`config.mk`:
```
export PLATFORM = sky130hd
export DESIGN_NAME = dac_sine_sequencer
export DESIGN_NICKNAME = d
export VERILOG_FILES = /design/src/rtl/dac_sine_sequencer.sv
export SDC_FILE = /design/constraint.sdc
export NUM_CORES = 1
export LEC_CHECK = 0
export ABC_AREA = 1
export ABC_CLOCK_PERIOD_IN_PS = 2650
export CORE_ASPECT_RATIO = 0.9
export CORE_MARGIN = 4
export CORE_UTILIZATION = 44
export CTS_BUF_LIST = sky130_fd_sc_hd__clkbuf_8
export DETAILED_ROUTE_END_ITERATION = 10
export PLACE_DENSITY = 0.79
export SLEW_MARGIN = 15
export SYNTH_ARGS = -nofsm -noshare
export SYNTH_HDL_FRONTEND = slang
export SYNTH_SLANG_ARGS = --single-unit
export TNS_END_PERCENT = 50
```
`constraint.sdc`:
```
create_clock -name clk_i -period 2.65 [get_ports clk_i]
set_input_delay 0.3975 -clock clk_i [delete_from_list [all_inputs] [get_ports clk_i]]
set_output_delay 0.3975 -clock clk_i [all_outputs]
set_load 0.005 [all_outputs]
```
`src/rtl/dac_sine_sequencer.sv`:
```
// dac_sine_sequencer
// Builds a full-wave sine for one DAC channel from a quarter-wave magnitude
// ROM. A programmable pace counter issues sample ticks. Each tick fetches one
// LUT point, applies the quadrant sign around mid-scale, and hands the word to
// the SPI writer through a strobe / end-of-write handshake. The LUT address
// walks up in quadrants 0 and 2 and down in quadrants 1 and 3.
module dac_sine_sequencer #(
    parameter int N_PTS  = 20,
    parameter int ADDR_W = 10,
    parameter int DATA_W = 12,
    parameter int DIV_W  = 16
) (
    input  logic              clk_i,
    input  logic              rst_i,
    input  logic              en_i,
    input  logic [DIV_W-1:0]  period_i,
    output logic [ADDR_W-1:0] lut_addr_o,
    input  logic [DATA_W-2:0] lut_data_i,
    output logic [DATA_W-1:0] dac_data_o,
    output logic              strw_o,
    input  logic              eow_i,
    output logic [1:0]        quad_o,
    output logic              busy_o,
    output logic              cycle_o,
    output logic              ovr_o
);

    typedef enum logic [2:0] {
        S_IDLE  = 3'd0,
        S_WAIT  = 3'd1,
        S_FETCH = 3'd2,
        S_LOAD  = 3'd3,
        S_STRB  = 3'd4,
        S_BUSY  = 3'd5,
        S_ADV   = 3'd6
    } state_t;

    localparam logic [ADDR_W-1:0] ADDR_ZERO = {ADDR_W{1'b0}};
    localparam logic [ADDR_W-1:0] ADDR_ONE  = ADDR_W'(1);
    localparam logic [ADDR_W-1:0] ADDR_LAST = ADDR_W'(N_PTS - 1);
    localparam logic [DIV_W-1:0]  DIV_ZERO  = {DIV_W{1'b0}};
    localparam logic [DIV_W-1:0]  DIV_ONE   = DIV_W'(1);
    localparam logic [DATA_W-1:0] MID_SCALE = {1'b1, {(DATA_W-1){1'b0}}};
    localparam logic [1:0]        QUAD_ZERO = 2'd0;
    localparam logic [1:0]        QUAD_ONE  = 2'd1;
    localparam logic [1:0]        QUAD_LAST = 2'd3;

    state_t             state_r;
    state_t             state_nxt_s;

    logic [DIV_W-1:0]   cnt_r;
    logic [DIV_W-1:0]   reload_s;
    logic               tick_s;

    logic [ADDR_W-1:0]  addr_r;
    logic [ADDR_W-1:0]  addr_nxt_s;
    logic [1:0]         quad_r;
    logic [1:0]         quad_nxt_s;
    logic [DATA_W-1:0]  dac_r;
    logic [DATA_W-1:0]  dac_nxt_s;
    logic [DATA_W-1:0]  lut_ext_s;
    logic               strw_r;
    logic               strw_nxt_s;
    logic               busy_r;
    logic               busy_nxt_s;
    logic               cycle_r;
    logic               cycle_nxt_s;
    logic               ovr_r;
    logic               ovr_nxt_s;

    // Zero-extend the unsigned LUT magnitude to the DAC word width.
    assign lut_ext_s = {1'b0, lut_data_i};

    // The pace counter only runs while enabled and out of IDLE, so the very
    // first clock in WAIT sees a count of zero and ticks immediately.
    assign tick_s = en_i && (state_r != S_IDLE) && (cnt_r == DIV_ZERO);

    // Reload value for the pace counter; a zero period behaves as one clock.
    always_comb begin
        reload_s = DIV_ZERO;
        if (period_i == DIV_ZERO) begin
            reload_s = DIV_ZERO;
        end else begin
            reload_s = period_i - DIV_ONE;
        end
    end

    // Pace counter: cleared in IDLE, frozen while disabled, reloads on tick.
    always_ff @(posedge clk_i) begin
        if (rst_i) begin
            cnt_r <= DIV_ZERO;
        end else if (state_r == S_IDLE) begin
            cnt_r <= DIV_ZERO;
        end else if (!en_i) begin
            cnt_r <= cnt_r;
        end else if (cnt_r == DIV_ZERO) begin
            cnt_r <= reload_s;
        end else begin
            cnt_r <= cnt_r - DIV_ONE;
        end
    end

    // Sequencer state register.
    always_ff @(posedge clk_i) begin
        if (rst_i) begin
            state_r <= S_IDLE;
        end else begin
            state_r <= state_nxt_s;
        end
    end

    // Next-state logic; an SPI write in flight always runs through ADV.
    always_comb begin
        state_nxt_s = state_r;
        case (state_r)
            S_IDLE: begin
                if (en_i) begin
                    state_nxt_s = S_WAIT;
                end else begin
                    state_nxt_s = S_IDLE;
                end
            end
            S_WAIT: begin
                if (!en_i) begin
                    state_nxt_s = S_IDLE;
                end else if (tick_s) begin
                    state_nxt_s = S_FETCH;
                end else begin
                    state_nxt_s = S_WAIT;
                end
            end
            S_FETCH: state_nxt_s = S_LOAD;
            S_LOAD:  state_nxt_s = S_STRB;
            S_STRB:  state_nxt_s = S_BUSY;
            S_BUSY: begin
                // Only an end-of-write seen after the strobe counts.
                if (eow_i) begin
                    state_nxt_s = S_ADV;
                end else begin
                    state_nxt_s = S_BUSY;
                end
            end
            S_ADV: begin
                if (en_i) begin
                    state_nxt_s = S_WAIT;
                end else begin
                    state_nxt_s = S_IDLE;
                end
            end
            default: state_nxt_s = S_IDLE;
        endcase
    end

    // Output/datapath next values; all outputs are registered from these.
    always_comb begin
        addr_nxt_s  = addr_r;
        quad_nxt_s  = quad_r;
        dac_nxt_s   = dac_r;
        ovr_nxt_s   = ovr_r;
        cycle_nxt_s = 1'b0;
        strw_nxt_s  = (state_nxt_s == S_STRB);
        busy_nxt_s  = (state_nxt_s != S_IDLE);

        // Quadrants 0/1 sit above mid-scale, quadrants 2/3 below it.
        if (state_r == S_LOAD) begin
            if (quad_r[1] == 1'b0) begin
                dac_nxt_s = MID_SCALE + lut_ext_s;
            end else begin
                dac_nxt_s = MID_SCALE - lut_ext_s;
            end
        end else begin
            dac_nxt_s = dac_r;
        end

        // Full period done: entering ADV from the last point of quadrant 3.
        if ((state_r == S_BUSY) && (state_nxt_s == S_ADV) &&
            (quad_r == QUAD_LAST) && (addr_r == ADDR_ZERO)) begin
            cycle_nxt_s = 1'b1;
        end else begin
            cycle_nxt_s = 1'b0;
        end

        // Address walk; the end point is held so peaks and zeros repeat.
        if (state_r == S_ADV) begin
            if (quad_r[0] == 1'b0) begin
                if (addr_r == ADDR_LAST) begin
                    quad_nxt_s = quad_r + QUAD_ONE;
                end else begin
                    addr_nxt_s = addr_r + ADDR_ONE;
                end
            end else begin
                if (addr_r == ADDR_ZERO) begin
                    quad_nxt_s = quad_r + QUAD_ONE;
                end else begin
                    addr_nxt_s = addr_r - ADDR_ONE;
                end
            end
        end else begin
            addr_nxt_s = addr_r;
            quad_nxt_s = quad_r;
        end

        // Every return to IDLE restarts the wave from its origin.
        if (state_nxt_s == S_IDLE) begin
            addr_nxt_s = ADDR_ZERO;
            quad_nxt_s = QUAD_ZERO;
        end else begin
            addr_nxt_s = addr_nxt_s;
            quad_nxt_s = quad_nxt_s;
        end

        // A tick outside WAIT is dropped and flagged; a fresh start clears it.
        if ((state_r == S_IDLE) && (state_nxt_s == S_WAIT)) begin
            ovr_nxt_s = 1'b0;
        end else if (tick_s && (state_r != S_WAIT)) begin
            ovr_nxt_s = 1'b1;
        end else begin
            ovr_nxt_s = ovr_r;
        end
    end

    // Output and datapath registers.
    always_ff @(posedge clk_i) begin
        if (rst_i) begin
            addr_r  <= ADDR_ZERO;
            quad_r  <= QUAD_ZERO;
            dac_r   <= MID_SCALE;
            strw_r  <= 1'b0;
            busy_r  <= 1'b0;
            cycle_r <= 1'b0;
            ovr_r   <= 1'b0;
        end else begin
            addr_r  <= addr_nxt_s;
            quad_r  <= quad_nxt_s;
            dac_r   <= dac_nxt_s;
            strw_r  <= strw_nxt_s;
            busy_r  <= busy_nxt_s;
            cycle_r <= cycle_nxt_s;
            ovr_r   <= ovr_nxt_s;
        end
    end

    assign lut_addr_o = addr_r;
    assign quad_o     = quad_r;
    assign dac_data_o = dac_r;
    assign strw_o     = strw_r;
    assign busy_o     = busy_r;
    assign cycle_o    = cycle_r;
    assign ovr_o      = ovr_r;

endmodule

```
==> flow_metrics.py <==
metrics = {
    "status": {
        "status": "finished clean",
    },
    "clocking": {
        "numCtsBuffers": 5,
        "postCtsHoldBufs": 0,
        "h-tree-depth": 2,
        "cts_tree": "built",
        "insertion_delay_ps": 310,
        "root_buffer": "clkbuf_8",
        "post_cts_resized": 0,
        "clk_pin_slew_worst_paths_ps": 100,
        "cts.sinks": 47,
        "cts_setup_buffers": 0,
        "clock_path_buffers": 2,
    },
    "global_routing": {
        "antenna_found_initial": 0,
        "grt_pass1_vias": 3394,
        "track_usage": 0.182,
        "grt_pass1_wl_mm": 14.3,
        "grt-ovfl-total": 0,
        "grt_max_degree": 25,
    },
    "sta": {
        "max_slew.worst_pin.slew_ps": 589,
        "rsz0062_at_grt": "false",
        "finalCritPeriodShare": 0.777,
        "min_period_ps": 2060,
        "final-setup-viol-count": 0,
        "relSlewSlack": 0.607,
        "finalSetupTns_ps": 0,
        "fin_skew_ps": 10.8,
        "final_hold_viol_count": 0,
        "report.final.slew_viol_count": 0,
        "max_freq_mhz": 486,
    },
    "pwr": {
        "p_total_w": 0.00174,
        "p_sw_w": 0.000613,
        "p_leak_nw": 1.97,
        "seqPwrFrac": 0.426,
        "vdd_drop_max_mv": 0.364,
        "pwr-share-clk": 0.275,
        "switching_share": 0.352,
        "internal-power_w": 0.00113,
        "pwr-share-comb": 0.300,
        "powerDensity_nw_per_um2": 417,
    },
    "setup_path": {
        "cp.required_ps": 2850,
        "worstPathArrival_ps": 2260,
        "critical_path_class": "register to register",
        "worstSetupEndpointType": "register",
        "path_max_fanout": 5,
        "worstSetupStartpointType": "register",
    },
    "final_layout": {
        "drive_gt1_frac": 0.0414,
        "fin_nets": 647,
        "final_cell_mix": "nand2_1 (124), inv_1 (82), nor2_1 (74), clkdlybuf4s50_1 (58), dfxtp_1 (47)",
        "syn_to_final_growth_pct": 21.9,
        "antenna_cells": 0,
        "final_common_cell": "nand2_1",
        "num-fill-cells": 764,
        "finalInstanceArea_sq_um": 4190,
    },
    "die": {
        "die_w_microns": 101,
        "top_level_ports": 59,
        "die_area_sq_um": 9290,
        "design.core.area_sq_um": 7580,
        "die_y_microns": 91.8,
        "start_util": 0.453,
        "rows": 30,
    },
    "detailed_routing": {
        "viasPerCell": 5.03,
        "ant_nets": 0,
        "vias": 3521,
        "drt_pass1_iterations": 5,
        "wire_per_inst_microns": 11.6,
        "drt_iter0_markers": 140,
        "drc": 0,
        "totalWireLength_mm": 8.15,
    },
    "place": {
        "placed_area_sq_um": 4090,
        "gp_congestion": 0.878,
        "hpwlAfterDp_mm": 6.29,
        "portBuffers": 58,
    },
    "flow_run": {
        "drv_cap": 0,
    },
    "synth": {
        "synth_nets": 590,
        "synth_area_per_cell_sq_um": 6.29,
        "synth.distinct_cells": 35,
        "seq_area_frac_synth": 0.274,
        "synthCells": 546,
        "ys_ff_latch": 47,
        "yosysWarningCount": 0,
        "synth_area_sq_um": 3430,
    },
    "hold_path": {
        "worstHoldPathType": "register to register",
    },
}
-- area by class of cell --
cell class                      instances  area, sq um  share of cell area
Clock buffer                            5         68.8              0.0164
Clock inverter                          3         27.5             0.00658
Inverter                               83          312              0.0744
Multi-Input combinational cell        404         2110               0.503
Sequential cell                        47          941               0.225
Tap cell                               96          120              0.0287
Timing Repair Buffer                   62          611               0.146
-- worst max-delay path: stages, from the launching register on --
cell,delay (ps)
dfxtp_1,440
inv_1,120
fa_1,480
o21ai_0,400
a21oi_1,160
nor2_1,120
nor2_1,50
a21oi_1,130
nor2_1,60
-- final timing paths --
kind | to | cells past startpoint | from | slack (ps)
max reg2reg | lut_addr_o[6] | 8 | lut_addr_o[0] | 590
min | dac_data_o[11] | 2 | dac_data_o[11] | 480
min reg2reg | dac_data_o[11] | 2 | dac_data_o[11] | 480
max | lut_addr_o[6] | 8 | lut_addr_o[0] | 590
-- power groups by stage --
stage	Sequential [W]	Combinational, W	Clock, W
6_report	0.000742	0.000523	0.000479
5_1_grt	0.000745	0.000596	0.000527
4_1_cts	0.000742	0.000525	0.000492
3_5_place_dp	0.000758	0.000522	0
3_3_place_gp	0.000757	0.000510	0
2_1_floorplan	0.000754	0.000389	0
-- synth_stat cells --
library cell | instances | area (sq um)
nor4_1 | 1 | 6.26
xnor2_1 | 10 | 87.6
a21o_1 | 1 | 7.51
nor3b_1 | 1 | 7.51
clkbuf_1 | 6 | 22.5
ha_1 | 12 | 150
nor2_4 | 2 | 22.5
inv_2 | 1 | 3.75
nor3_1 | 8 | 40.0
inv_1 | 82 | 308
nand4_1 | 7 | 43.8
nand3b_1 | 3 | 22.5
a21oi_1 | 37 | 185
buf_6 | 4 | 45.0
nand2_2 | 2 | 12.5
o21bai_1 | 3 | 22.5
buf_1 | 1 | 3.75
nand2_1 | 124 | 465
dfxtp_1 | 47 | 941
nand3_1 | 40 | 200
and2_1 | 1 | 6.26
nor3_2 | 1 | 10.0
nor2_2 | 3 | 18.8
o21a_1 | 2 | 15.0
or2_2 | 2 | 12.5
xor2_1 | 29 | 254
fa_1 | 1 | 20.0
and3_1 | 1 | 6.26
nand3_2 | 1 | 10.0
o21ai_0 | 33 | 165
a31oi_1 | 2 | 12.5
o211ai_1 | 2 | 15.0
nor2_1 | 74 | 278
and2_4 | 1 | 8.76
buf_2 | 1 | 5.00
-- kinds of logic after synthesis --
kind of cell	count (synthesis)	share of synthesized area
simple gates	272	0.341
fa+ha+maj	13	0.0495
buf+inv	95	0.113
compound gates	80	0.123
xor+xnor	39	0.0995
flops	47	0.274
-- state kept, by name, indices dropped and copies added (netlist names) --
| name | flops |
|---|---|
| busy_o | 1 |
| cnt_r | 16 |
| cycle_o | 1 |
| dac_data_o | 12 |
| lut_addr_o | 10 |
| ovr_o | 1 |
| quad_o | 2 |
| state_r | 3 |
| strw_o | 1 |
-- per-layer routing --
metal	global-route usage	wire, microns
met3	0.0388	409
met5	0	0
met4	0.0443	91
met1	0.230	3760
met2	0.313	3890
-- through the flow --
| step | hold slack [ps] | instances | worst slack, ps | util |
|---|---|---|---|---|
| 6_report | 482 | 700 | 591 | 0.552 |
| 5_1_grt | 531 | 700 | 325 | 0.552 |
| 4_1_cts | 490 | 700 | 582 | 0.552 |
| 3_5_place_dp | 464 | 692 | 465 | 0.539 |
| 3_3_place_gp | 467 | 692 | 513 | 0.539 |
| 2_1_floorplan | 460 | 546 | 731 | - |
Power figures use the tool's default switching activity.
